## src/rtl/riscv_biu_arb2.sv

```systemverilog
// Two-master BIU arbiter: merges instruction and data request streams onto one BIU port,
// holding ownership across bursts/locked sequences and routing responses to the issuer.
module riscv_biu_arb2 #(
  parameter int XLEN     = 64,
  parameter int PLEN     = 64,
  parameter int PRIORITY = 0
) (
  input  logic            HRESETn,
  input  logic            HCLK,

  input  logic            ibiu_stb_i,
  output logic            ibiu_stb_ack_o,
  output logic            ibiu_d_ack_o,
  input  logic [PLEN-1:0] ibiu_adri_i,
  output logic [PLEN-1:0] ibiu_adro_o,
  input  logic [2:0]      ibiu_size_i,
  input  logic [2:0]      ibiu_type_i,
  input  logic [2:0]      ibiu_prot_i,
  input  logic            ibiu_lock_i,
  input  logic            ibiu_we_i,
  input  logic [XLEN-1:0] ibiu_d_i,
  output logic [XLEN-1:0] ibiu_q_o,
  output logic            ibiu_ack_o,
  output logic            ibiu_err_o,

  input  logic            dbiu_stb_i,
  output logic            dbiu_stb_ack_o,
  output logic            dbiu_d_ack_o,
  input  logic [PLEN-1:0] dbiu_adri_i,
  output logic [PLEN-1:0] dbiu_adro_o,
  input  logic [2:0]      dbiu_size_i,
  input  logic [2:0]      dbiu_type_i,
  input  logic [2:0]      dbiu_prot_i,
  input  logic            dbiu_lock_i,
  input  logic            dbiu_we_i,
  input  logic [XLEN-1:0] dbiu_d_i,
  output logic [XLEN-1:0] dbiu_q_o,
  output logic            dbiu_ack_o,
  output logic            dbiu_err_o,

  output logic            biu_stb_o,
  output logic [PLEN-1:0] biu_adri_o,
  output logic [2:0]      biu_size_o,
  output logic [2:0]      biu_type_o,
  output logic [2:0]      biu_prot_o,
  output logic            biu_lock_o,
  output logic            biu_we_o,
  output logic [XLEN-1:0] biu_d_o,
  input  logic            biu_stb_ack_i,
  input  logic            biu_d_ack_i,
  input  logic [PLEN-1:0] biu_adro_i,
  input  logic [XLEN-1:0] biu_q_i,
  input  logic            biu_ack_i,
  input  logic            biu_err_i
);

  typedef enum logic [1:0] {
    GNT_NONE = 2'b00,
    GNT_I    = 2'b01,
    GNT_D    = 2'b10
  } gnt_t;

  gnt_t       gnt_q, gnt_d, last_gnt_q, last_gnt_d, winner;
  logic [5:0] out_cnt_q, out_cnt_d;
  logic [6:0] cnt_sum;
  logic [4:0] burst_len;
  logic       own_stb, own_lock, oth_stb, arb_en;

  // Beats per accepted request; reserved/unknown encodings count as a single beat.
  function automatic logic [4:0] type2len(input logic [2:0] t);
    case (t)
      3'b010, 3'b011: return 5'd4;
      3'b100, 3'b101: return 5'd8;
      3'b110, 3'b111: return 5'd16;
      default:        return 5'd1;
    endcase
  endfunction

  always_comb begin
    biu_stb_o  = 1'b0;
    biu_adri_o = '0;
    biu_size_o = '0;
    biu_type_o = '0;
    biu_prot_o = '0;
    biu_lock_o = 1'b0;
    biu_we_o   = 1'b0;
    biu_d_o    = '0;
    own_stb    = 1'b0;
    own_lock   = 1'b0;
    oth_stb    = 1'b0;
    case (gnt_q)
      GNT_I: begin
        biu_stb_o  = ibiu_stb_i;
        biu_adri_o = ibiu_adri_i;
        biu_size_o = ibiu_size_i;
        biu_type_o = ibiu_type_i;
        biu_prot_o = ibiu_prot_i;
        biu_lock_o = ibiu_lock_i;
        biu_we_o   = ibiu_we_i;
        biu_d_o    = ibiu_d_i;
        own_stb    = ibiu_stb_i;
        own_lock   = ibiu_lock_i;
        oth_stb    = dbiu_stb_i;
      end
      GNT_D: begin
        biu_stb_o  = dbiu_stb_i;
        biu_adri_o = dbiu_adri_i;
        biu_size_o = dbiu_size_i;
        biu_type_o = dbiu_type_i;
        biu_prot_o = dbiu_prot_i;
        biu_lock_o = dbiu_lock_i;
        biu_we_o   = dbiu_we_i;
        biu_d_o    = dbiu_d_i;
        own_stb    = dbiu_stb_i;
        own_lock   = dbiu_lock_i;
        oth_stb    = ibiu_stb_i;
      end
      default: ;
    endcase
  end

  assign ibiu_stb_ack_o = (gnt_q == GNT_I) & biu_stb_ack_i;
  assign ibiu_d_ack_o   = (gnt_q == GNT_I) & biu_d_ack_i;
  assign ibiu_ack_o     = (gnt_q == GNT_I) & biu_ack_i;
  assign ibiu_err_o     = (gnt_q == GNT_I) & biu_err_i;
  assign dbiu_stb_ack_o = (gnt_q == GNT_D) & biu_stb_ack_i;
  assign dbiu_d_ack_o   = (gnt_q == GNT_D) & biu_d_ack_i;
  assign dbiu_ack_o     = (gnt_q == GNT_D) & biu_ack_i;
  assign dbiu_err_o     = (gnt_q == GNT_D) & biu_err_i;
  assign ibiu_q_o       = biu_q_i;
  assign dbiu_q_o       = biu_q_i;
  assign ibiu_adro_o    = biu_adro_i;
  assign dbiu_adro_o    = biu_adro_i;

  // Acks with no owner (e.g. stragglers after reset) must not underflow the count.
  always_comb begin
    burst_len = type2len(biu_type_o);
    cnt_sum   = {1'b0, out_cnt_q};
    if (biu_stb_ack_i && (gnt_q != GNT_NONE)) cnt_sum = cnt_sum + {2'b00, burst_len};
    if (biu_ack_i && (cnt_sum != 7'd0))       cnt_sum = cnt_sum - 7'd1;
    out_cnt_d = biu_err_i ? 6'd0 : cnt_sum[5:0];
  end

  // Decide on the post-update count so a request accepted this cycle is never abandoned.
  always_comb begin
    arb_en = (gnt_q == GNT_NONE) ||
             ((out_cnt_d == 6'd0) && !own_lock && (!own_stb || oth_stb));
    winner = GNT_NONE;
    if (ibiu_stb_i && dbiu_stb_i) begin
      if (PRIORITY != 0)            winner = GNT_D;
      else if (last_gnt_q == GNT_I) winner = GNT_D;
      else                          winner = GNT_I;
    end else if (ibiu_stb_i) begin
      winner = GNT_I;
    end else if (dbiu_stb_i) begin
      winner = GNT_D;
    end
    gnt_d      = arb_en ? winner : gnt_q;
    last_gnt_d = (arb_en && (winner != GNT_NONE)) ? winner : last_gnt_q;
  end

  always_ff @(posedge HCLK or negedge HRESETn) begin
    if (!HRESETn) begin
      gnt_q      <= GNT_NONE;
      last_gnt_q <= GNT_D;
      out_cnt_q  <= 6'd0;
    end else begin
      gnt_q      <= gnt_d;
      last_gnt_q <= last_gnt_d;
      out_cnt_q  <= out_cnt_d;
    end
  end

  a_out_cnt_max: assert property (@(posedge HCLK) disable iff (!HRESETn)
    biu_err_i || (cnt_sum <= 7'd32));

endmodule

```

## config.mk

```make
export PLATFORM = sky130hd
export DESIGN_NAME = riscv_biu_arb2
export DESIGN_NICKNAME = d
export VERILOG_FILES = /design/src/rtl/riscv_biu_arb2.sv
export SDC_FILE = /design/constraint.sdc
export NUM_CORES = 1
export LEC_CHECK = 0
export BUFFER_PORTS_ARGS = -buffer_cell sky130_fd_sc_hd__clkbuf_2
export CAP_MARGIN = 20
export CORE_AREA = 2 2 321 323
export DETAILED_ROUTE_END_ITERATION = 10
export DIE_AREA = 0 0 323 325
export SLEW_MARGIN = 20
export SYNTH_ARGS = -nofsm -noshare
export SYNTH_HDL_FRONTEND = slang
export SYNTH_SLANG_ARGS = --single-unit
export TNS_END_PERCENT = 50
```

## constraint.sdc

```tcl
create_clock -name HCLK -period 5.3 [get_ports HCLK]
set_input_delay 0.265 -clock HCLK [delete_from_list [all_inputs] [get_ports HCLK]]
set_output_delay 0.265 -clock HCLK [all_outputs]
set_load 0.05 [all_outputs]
```

# Word-level counts from Yosys, hierarchy flattened
# Cells that the tools add are included.
[op_classes] add_sub_neg=2 n_eq_ne=9 n_mux=17 bitwise_logic=8 n_reduce_logical=18
[op_table] op="64-bit one-hot mux with 2 select lines" n=2
[op_table] op="3-bit one-hot mux with 2 select lines" n=3
[op_table] op="5-bit one-hot mux with 3 select lines" n=1
[op_table] op="3-bit == test (second input constant)" n=4
[op_table] op="6-bit 2-to-1 mux" n=2
[op_table] op="1-bit AND" n=8
[op_table] op="2-bit 2-to-1 mux" n=4
[op_table] op="1-bit one-hot mux with 2 select lines" n=4
[op_table] op="6-bit by 5-bit adder with 7-bit output" n=1
[op_table] op="7-bit 2-to-1 mux" n=1
[op_table] op="7-bit nonzero test" n=1
[op_table] op="3-bit by 2-bit == test with 1-bit output (second input constant)" n=2
[op_table] op="1-bit logical AND" n=6
[op_table] op="6-bit logical NOT" n=1
[op_table] op="2-bit OR reduction" n=3
[op_table] op="6-bit by 1-bit subtractor with 6-bit output (second input constant)" n=1
[op_table] op="2-bit by 1-bit == test with 1-bit output (second input constant)" n=2
[op_table] op="2-bit nonzero test" n=2
[op_table] op="2-bit == test (second input constant)" n=1
[op_table] op="1-bit logical NOT" n=2
[op_table] op="2-bit logical NOT" n=1
[op_table] op="1-bit logical OR" n=2
[word_totals] ff_bits=10 in_bits=414 elab_cells=57

# Longest topological paths before layout
# Gate-level depths: netlist of run 1.
[logic_depth] depth_word=16 depth_mapped=18 ltp_nobuf=17

# Worst setup path before layout of run 1
# No wires, ideal clock.
[synth_path] path_type="register -> register" from="register gnt_q[1]" to="register gnt_q[0]" setup_time_ns=0.079 t_arrival_ns=4.451 required_ns=5.221 path_slack_ns=0.769 path_stages_with_launch=18 n_path_buf=1 synth_period_minus_slack_ns=4.531 cell_sequence="dfrtp_1 > inv_1 > ha_1 > clkbuf_1 > a22oi_1 > nor2b_1 > nor2_1 > ha_1 > ha_1 > mux2i_1 > ha_1 > nand3b_1 > nor4_4 > o32ai_2 > mux2_4 > or3_4 > o21bai_2 > mux2i_1"
[synth_via] elab_chain_cells=15 word_cells_on_any_way=33 cone_classes="2 x add/sub; 8 x eq/ne; 8 x mux; 15 x reduce/logical"
[synth_rtl] element="start: declaration" line="63" rtl="gnt_t gnt_q, gnt_d, last_gnt_q, last_gnt_d, winner;"
[synth_rtl] element="start signal: assignment" line="168" rtl="gnt_q <= gnt_d;"
[synth_rtl] element="2-bit == test or 2-bit by 1-bit == test with 1-bit output (tied branches)" line="91" rtl="case (gnt_q)"
[synth_rtl] element="3-bit one-hot mux with 2 select lines *" line="91"
[synth_rtl] element="named net biu_type_o[1]" line="44" rtl="output logic [2:0] biu_type_o,"
[synth_rtl] element="3-bit == test or 3-bit by 2-bit == test with 1-bit output (tied branches)" line="71" rtl="case (t)"
[synth_rtl] element="2-bit OR reduction" line="71"
[synth_rtl] element="5-bit one-hot mux with 3 select lines *" line="71"
[synth_rtl] element="6-bit by 5-bit adder with 7-bit output *" line="139" rtl="if (biu_stb_ack_i && (gnt_q != GNT_NONE)) cnt_sum = cnt_sum + {2'b00, burst_len};"
[synth_rtl] element="7-bit 2-to-1 mux *" line="139"
[synth_rtl] element="branches (longest 2 deep; another with 6-bit by 1-bit subtractor with 6-bit output)"
[synth_rtl] element="6-bit 2-to-1 mux *" line="140" rtl="if (biu_ack_i && (cnt_sum != 7'd0)) cnt_sum = cnt_sum - 7'd1;"
[synth_rtl] element="6-bit 2-to-1 mux *" line="141" rtl="out_cnt_d = biu_err_i ? 6'd0 : cnt_sum[5:0];"
[synth_rtl] element="named net out_cnt_d[0]" line="64" rtl="logic [5:0] out_cnt_q, out_cnt_d;"
[synth_rtl] element="6-bit logical NOT *" line="147" rtl="((out_cnt_d == 6'd0) && !own_lock && (!own_stb || oth_stb));"
[synth_rtl] element="1-bit logical AND * (2 in series)" line="147"
[synth_rtl] element="1-bit logical OR *" line="146" rtl="arb_en = (gnt_q == GNT_NONE) ||"
# Mark *: on every way through the listed nets, which the timed path passes.
# A chain may end at the register's enable or synchronous reset.

# Final worst setup path of run 1
[layout_path] from="register gnt_q[1]" to="register gnt_q[1]"
[layout_via] elab_chain_cells=15 word_cells_on_any_way=33 cone_classes="2 x add/sub; 8 x eq/ne; 8 x mux; 15 x reduce/logical"
[layout_rtl] element="branches (longest 14 deep; another with 6-bit by 5-bit adder with 7-bit output)"
[layout_rtl] element="1-bit logical OR *" line="146"
# Mark *: on every way between the ends.

==> run summary, run 1 <==
Number of failing hold endpoints at the final stage = 0
Number of enable flip-flop cells after synthesis = 0
Register-to-Register Path Depth = 16
Gr ovfl total = 0
Placed Instances = 2,212
Synthesis warning total = 0
Pin count of the biggest net entering global routing = 105
Die span in y = 325 microns
Area post-placement = 7000 sq um
Initial core utilization = 5.08%
Post-synthesis sequential area ratio = 4.89%
Worst hold stages = 3
Critical Path Fanout Max = 19
Status = finished, final reports clean
First-pass GRT wire length = 54,600 microns
Final instance count without filler cells = 2,227
Routed wire length = 45,500 microns
RSZ-0062 raised after global routing = false
Final critical path time including I/O delays and setup = 4.57 ns
Top-area cell type share of the netlist area = 37.5%
Root buf cell = clkbuf_16
Worst slew margin relative to its limit = 24.7%
Total number of nets in the final design = 1,274
Initial antenna violation count = 37
Final design area excluding fillers = 7120 sq um
Net count of the mapped netlist = 1,134
CTS resizes = 0
Layout area overhead = 38.4%
Hold/Removal Path Class = primary input to flop
HPWL after DPL = 42,000 microns
Leakage power = 2.94 nW
Switching share of power = 68.9%
Gate Count Post-Synth = 710
Max Cap Violations = 0
Final count of pins violating max slew = 0
Floorplan row count = 117
Maximum ir drop on the vdd rail = 0.604 mV
Tot Pwr = 4.87 mW
Share of final-layout standard cells stronger than drive strength 1 = 54.2%
Most repeated cell in the gate-level netlist after synthesis = buf_4
Post-CTS setup-driven buffer insertion count = 0
Iteration-0 DRC Markers = 345
Dominant synthesized flop cell = dfrtp_1
Via count of the first global-routing pass = 5,420
Floorplan Core Area = 101,000 sq um
Die Wd = 323 microns
Share of the clock period used by the worst path after layout = 86.2%
Die area = 105,000 sq um
I/O Pins = 818
Layout Skew = 0.00448 ns
Startpoint Class = flop
Sequential cell area = 251 sq um
Top area cells in the synthesized netlist = buf_4, a22oi_1, nor2b_1, dfrtp_1, clkbuf_1
Setup tns final = 0 ns
Post-synthesis instance area = 5140 sq um
Global routing usage summed across all routing layers = 8.06%
Post-Syn Area per Cell = 7.25 sq um
H-tree depth = 1
Total of endpoints with negative setup slack in the final report = 0
Proportion of power drawn by flip-flops and latches = 2.9%
Area used by multi-input combinational logic = 2800 sq um
Critical path required time = 5.46 ns
Combinational group share of total power = 94.0%
Number of sinks driven by the clock tree = 10
Total of flip-flops plus latches after synthesis = 10
Clock tree from TritonCTS = done
Max Buffers Root-to-Sink = 2
Pwr per Cell Area = 684 nW/um^2
Clock transition at the registers of the reported paths = 0.04 ns
CP Capture Type = flop
Filler Cell Count = 12,059
Clock network fraction of design power = 3.1%
Number of vias in the routed layout = 5,807
Minimum hold slack = 0.339 ns
Kind of critical path = flop to flop
Sw power = 3.36 mW
Routed via count divided by cell count = 2.61
Internal Power = 1.52 mW
Clock insertion delay at the later pin of the skew report = 0.24 ns
First-pass detailed-route iteration total = 4
Global placer's final weighted congestion = 0.893
CP arrival = 4.73 ns
Highest attainable clock frequency = 0.219 GHz
Cell accounting for the most synthesized area = buf_4
Detailed-route wire length per cell = 20.4 microns
Async set-reset flop share out of synthesis = 100%
Routed Antenna Nets = 0
Actual transition at the worst max-transition pin = 1.13 ns
DR DRC count = 0
Synth unique cells = 53
CTS Buf Count = 3
Input/output buffers = 433
Top cells by instance count after synthesis = buf_4, nor2b_1, a22oi_1
-- stage by stage --
| stage | setup WS, ns | util [%] |
|---|---|---|
| after global routing | 0.398 | 7.02 |
| after CTS | 0.772 | 7.00 |
| after floorplan | 0.769 | - |
| final | 0.730 | 7.03 |
| after detailed placement | 0.789 | 6.91 |
| after global placement | 0.950 | 6.91 |
-- critical path, stage by stage, from the launching register on --
cell	delay, ns
dfrtp_1	0.40
inv_1	0.18
ha_4	0.35
a22oi_1	0.15
nor2b_1	0.32
nor2_1	0.13
ha_1	0.23
ha_1	0.27
mux2i_1	0.43
ha_1	0.31
nand3b_1	0.15
nor4_4	0.27
a2bb2oi_1	0.29
o41ai_1	0.13
a2111o_1	0.46
o21bai_2	0.23
mux2i_1	0.20
-- flip-flops by register name, indices dropped and copies added, names as in the netlist --
name and flops:
gnt_q 2, last_gnt_q 2, out_cnt_q 6
-- final cells by class --
class	instances	area share, %
antenna	10	0.351
tap	1368	24.0
multi-input combinational	389	39.3
inverter	6	0.316
clock buffer	4	1.25
timing repair buffer	440	31.2
sequential	10	3.53
-- cell usage in the layout (no fill, tap or decap), drive strengths merged, types with 3 or more instances in the layout --
master / instances
nand3: 3
inv: 6
clkbuf: 437
and2: 12
o21ai: 5
diode: 10
nor3: 5
a21oi: 5
o21a: 5
nand2: 10
a211oi: 3
a22oi: 137
nor2: 6
nand2b: 3
dfrtp: 9
mux2i: 6
ha: 10
nor2b: 140
buf: 6
-- repair_timing --
item,CTS,global route
setup endpoints to repair,0,0
hold buffers,1,0
endpoints found under the hold margin,9,0
-- cell families after synthesis --
kind of cell / count (synthesis) / synth area share [%]
buffers and inverters: 311 / 41.4
DFF: 10 / 4.89
adders and majority gates: 10 / 2.43
muxes: 7 / 1.46
and+or+nand+nor: 193 / 23.5
xor gates and xnor gates: 2 / 0.341
AOI/OAI and AO/OA: 177 / 26.0
-- layer usage --
layer	routed length [microns]	up-vias	track usage, %
met5	165	-	0.694
met4	1420	14	2.66
met3	9500	73	6.88
met2	17600	692	11.3
met1	16800	2537	8.77
li1	-	2491	-
-- power by group through the flow --
stage	Clock, mW	Sequential, mW	Combinational, mW
2_1_floorplan	0	0.131	3.95
3_3_place_gp	0	0.143	4.55
3_5_place_dp	0	0.144	4.58
4_1_cts	0.155	0.143	4.60
5_1_grt	0.158	0.148	4.87
6_report	0.151	0.144	4.58
-- worst paths after layout --
path                            slack [ns]                       from                        end
min in group asynchronous             0.46                    HRESETn     out_cnt_q[3]$_DFF_PN0_
worst max-delay path                  0.73       gnt_q[1]$_DFFE_PN0P_       gnt_q[1]$_DFFE_PN0P_
worst min-delay path                  0.34                 dbiu_stb_i       gnt_q[1]$_DFFE_PN0P_
worst max register to register        0.73       gnt_q[1]$_DFFE_PN0P_       gnt_q[1]$_DFFE_PN0P_
worst min register to register        0.55  last_gnt_q[0]$_DFFE_PN0P_  last_gnt_q[0]$_DFFE_PN0P_
max in group asynchronous             4.56                    HRESETn  last_gnt_q[1]$_DFFE_PN1P_
No activity file was read; power rests on OpenSTA's default activity.
==> run 2: changes to the inputs <==
--- a/config.mk
+++ b/config.mk
@@ -10,6 +10,7 @@
 export CORE_AREA = 2 2 321 323
 export DETAILED_ROUTE_END_ITERATION = 10
 export DIE_AREA = 0 0 323 325
+export PLACE_DENSITY_LB_ADDON = 0.05
 export SLEW_MARGIN = 20
 export SYNTH_ARGS = -nofsm -noshare
 export SYNTH_HDL_FRONTEND = slang
==> run 2 against run 1 <==
  * Register-to-register slack improved by 0.04 ns
  * Hold slack improved by 0.028 ns
  * Sequential power is essentially flat
  * Cell count fell by 0.27%
  * Setup slack improved by 0.038 ns
  * Non-clock buffer count grew 3
  * Combinational power grew 3%
  * Utilization about the same
  * Total power rose by 3.4%
  * Clock skew down 0.0040 ns
  * Sequential share of layout area about the same
  * Critical endpoint unchanged
  * Largest cell class unchanged
==> run summary, run 2 (synthesis results as in run 1) <==
Met1 usage in global routing = 5.94% (-2.8 points)
Hold/Removal Path Class = primary input to flop
Maximum ir drop on the vdd rail = 0.239 mV (-60%)
Number of failing hold endpoints at the final stage = 0 (unchanged)
Largest regs = out_cnt_q x6, gnt_q x2, last_gnt_q x2
Gr ovfl total = 0 (unchanged)
Final design area excluding fillers = 7130 sq um (+0.18%)
Number of sinks driven by the clock tree = 10 (unchanged)
CP Capture Type = flop
Max FFs per register = 6 (unchanged)
Floorplan row count = 117 (unchanged)
Highest attainable clock frequency = 0.221 GHz (+0.84%)
Worst slew margin relative to its limit = 45.7% (+21 points)
Pin count of the biggest net entering global routing = 91 (-13%)
Clock tree from TritonCTS = done
Post-CTS setup-driven buffer insertion count = 0 (unchanged)
Root buf cell = clkbuf_16
Floorplan Core Area = 101,000 sq um (unchanged)
Pwr per Cell Area = 706 nW/um^2 (+3.2%)
Input/output buffers = 433 (unchanged)
Layout Skew = 0.000446 ns (-0.00404 ns)
Actual transition at the worst max-transition pin = 0.814 ns (-0.315 ns)
Total of endpoints with negative setup slack in the final report = 0 (unchanged)
Clock transition at the registers of the reported paths = 0.05 ns (about the same)
CP arrival = 4.70 ns (-0.03 ns)
Global placer's final weighted congestion = 0.671 (-25%)
Met2 track demand over resource = 10.4% (-0.93 points)
Die Wd = 323 microns (unchanged)
DR DRC count = 0 (unchanged)
Delay of the slowest cell on the worst path = 0.53 ns (+0.07 ns)
Area post-placement = 7030 sq um (+0.50%)
Layout area overhead = 38.6%
Iteration-0 DRC Markers = 159 (-54%)
Critical Path Fanout Max = 27 (+8)
CTS Buf Count = 3 (unchanged)
Setup tns final = 0 ns (unchanged)
Final critical path time including I/O delays and setup = 4.53 ns (-0.0381 ns)
Leakage power = 2.95 nW (+0.62%)
Max Buffers Root-to-Sink = 2 (unchanged)
Most common cell after layout, fill and taps aside = clkbuf_2
Routed Antenna Nets = 0 (unchanged)
Routed wire length = 32,000 microns (-30%)
Initial core utilization = 5.08% (unchanged)
Number of vias in the routed layout = 5,332 (-8.2%)
Final instance count without filler cells = 2,221 (-0.27%)
Top library cells by usage in the layout, fill and taps aside = clkbuf_2, nor2b_1, a22oi_1
First-pass detailed-route iteration total = 4 (unchanged)
Die area = 105,000 sq um (unchanged)
Status = finished, final reports clean
Kind of critical path = flop to flop
Cell breakdown of the critical path = inv_1, ha_4, nor2b_1, nor2_1, ha_1, mux2i_1, ha_1, nand3b_1, nor4_4, a2bb2oi_1, o41ai_1, a2111o_1, o21bai_2, mux2i_1
RSZ-0062 raised after global routing = false
I/O Pins = 818 (unchanged)
Critical path required time = 5.47 ns (about the same)
Via count of the first global-routing pass = 5,714 (+5.4%)
Minimum hold slack = 0.367 ns (+0.0281 ns)
Global routing usage on met3 = 2.29% (-4.6 points)
Top register by number of flip-flops = out_cnt_q
Clock insertion delay at the later pin of the skew report = 0.25 ns (about the same)
Die span in y = 325 microns (unchanged)
Share of the clock period used by the worst path after layout = 85.5% (-0.72 points)
Detailed-route wire length per cell = 14.4 microns (-29%)
H-tree depth = 1 (unchanged)
GRT Max-Usage Layer = met2
Placed Instances = 2,215 (+0.14%)
Routed via count divided by cell count = 2.40 (-7.9%)
Max Cap Violations = 0 (unchanged)
Total number of nets in the final design = 1,277 (+0.24%)
Slowest cell on crit path = mux2i_1
Startpoint Class = flop
Final count of pins violating max slew = 0 (unchanged)
Share of final-layout standard cells stronger than drive strength 1 = 54.3% (+0.16 points)
First-pass GRT wire length = 43,800 microns (-20%)
HPWL after DPL = 25,900 microns (-38%)
Global routing usage summed across all routing layers = 5.70% (-2.4 points)
Initial antenna violation count = 4 (-89%)
-- run 2: changes by cell type in the layout (fill, tap and decap cells not counted) --
cell	before	now
diode_2	10	1
buf_4	6	8
buf_12	0	1
-- run 2: layer usage --
metal	vias up	wire length [microns]
li1	2486	-
met1	2407	11500
met2	349	16100
met3	86	3290
met4	4	884
met5	-	114
-- run 2: final cells by class --
| cell class | instances | area, sq um |
|---|---|---|
| fill | 12151 | 94200 |
| multi-input combinational | 389 | 2800 |
| timing repair buffer | 443 | 2260 |
| tap | 1368 | 1710 |
| sequential | 10 | 251 |
| clock buffer | 4 | 88.8 |
| inverter | 6 | 22.5 |
| antenna | 1 | 2.50 |
-- run 2: critical path: cells and delay by family, from the launching register on --
| family | cells | cell delay (ns) |
|---|---|---|
| AOI/OAI and AO/OA | 4 | 1.12 |
| adders and majority gates | 3 | 1.14 |
| buffers and inverters | 1 | 0.14 |
| DFF | 1 | 0.38 |
| muxes | 2 | 0.74 |
| and+or+nand+nor | 4 | 0.93 |
-- run 2: power by group --
| part | total (mW) | switching, mW | internal (mW) | leakage (nW) |
|---|---|---|---|---|
| clock | 0.160 | 0.0452 | 0.114 | 0.0442 |
| combinational | 4.73 | 3.42 | 1.31 | 2.78 |
| sequential | 0.145 | 0.0311 | 0.114 | 0.127 |
| total | 5.04 | 3.50 | 1.54 | 2.95 |
-- run 2: through the flow --
| step | util (%) | worst slack, ns | power [mW] |
|---|---|---|---|
| after floorplan | - | 0.769 | 4.08 |
| after global placement | 6.94 | 0.548 | 5.13 |
| after detailed placement | 6.94 | 0.583 | 5.05 |
| after CTS | 7.04 | 0.544 | 5.22 |
| after global routing | 7.04 | 0.375 | 5.45 |
| final | 7.04 | 0.768 | 5.04 |
-- run 2: timing repair --
item / in CTS / in global routing
setup endpoints to repair: 0 / 0
hold buffers: 1 / 0
endpoints found under the hold margin: 9 / 0
resized for setup: 0 / 0
-- run 2: path summary, 6_finish.rpt --
kind	end	from	cells after the start	slack (ns)
worst max register to register	gnt_q[1]$_DFFE_PN0P_	gnt_q[0]$_DFFE_PN0P_	14	0.77
min in group asynchronous	gnt_q[1]$_DFFE_PN0P_	HRESETn	2	0.49
worst min-delay path	gnt_q[1]$_DFFE_PN0P_	dbiu_stb_i	3	0.37
worst max-delay path	gnt_q[1]$_DFFE_PN0P_	gnt_q[0]$_DFFE_PN0P_	14	0.77
worst min register to register	last_gnt_q[0]$_DFFE_PN0P_	last_gnt_q[0]$_DFFE_PN0P_	2	0.54
max in group asynchronous	last_gnt_q[1]$_DFFE_PN1P_	HRESETn	2	4.50
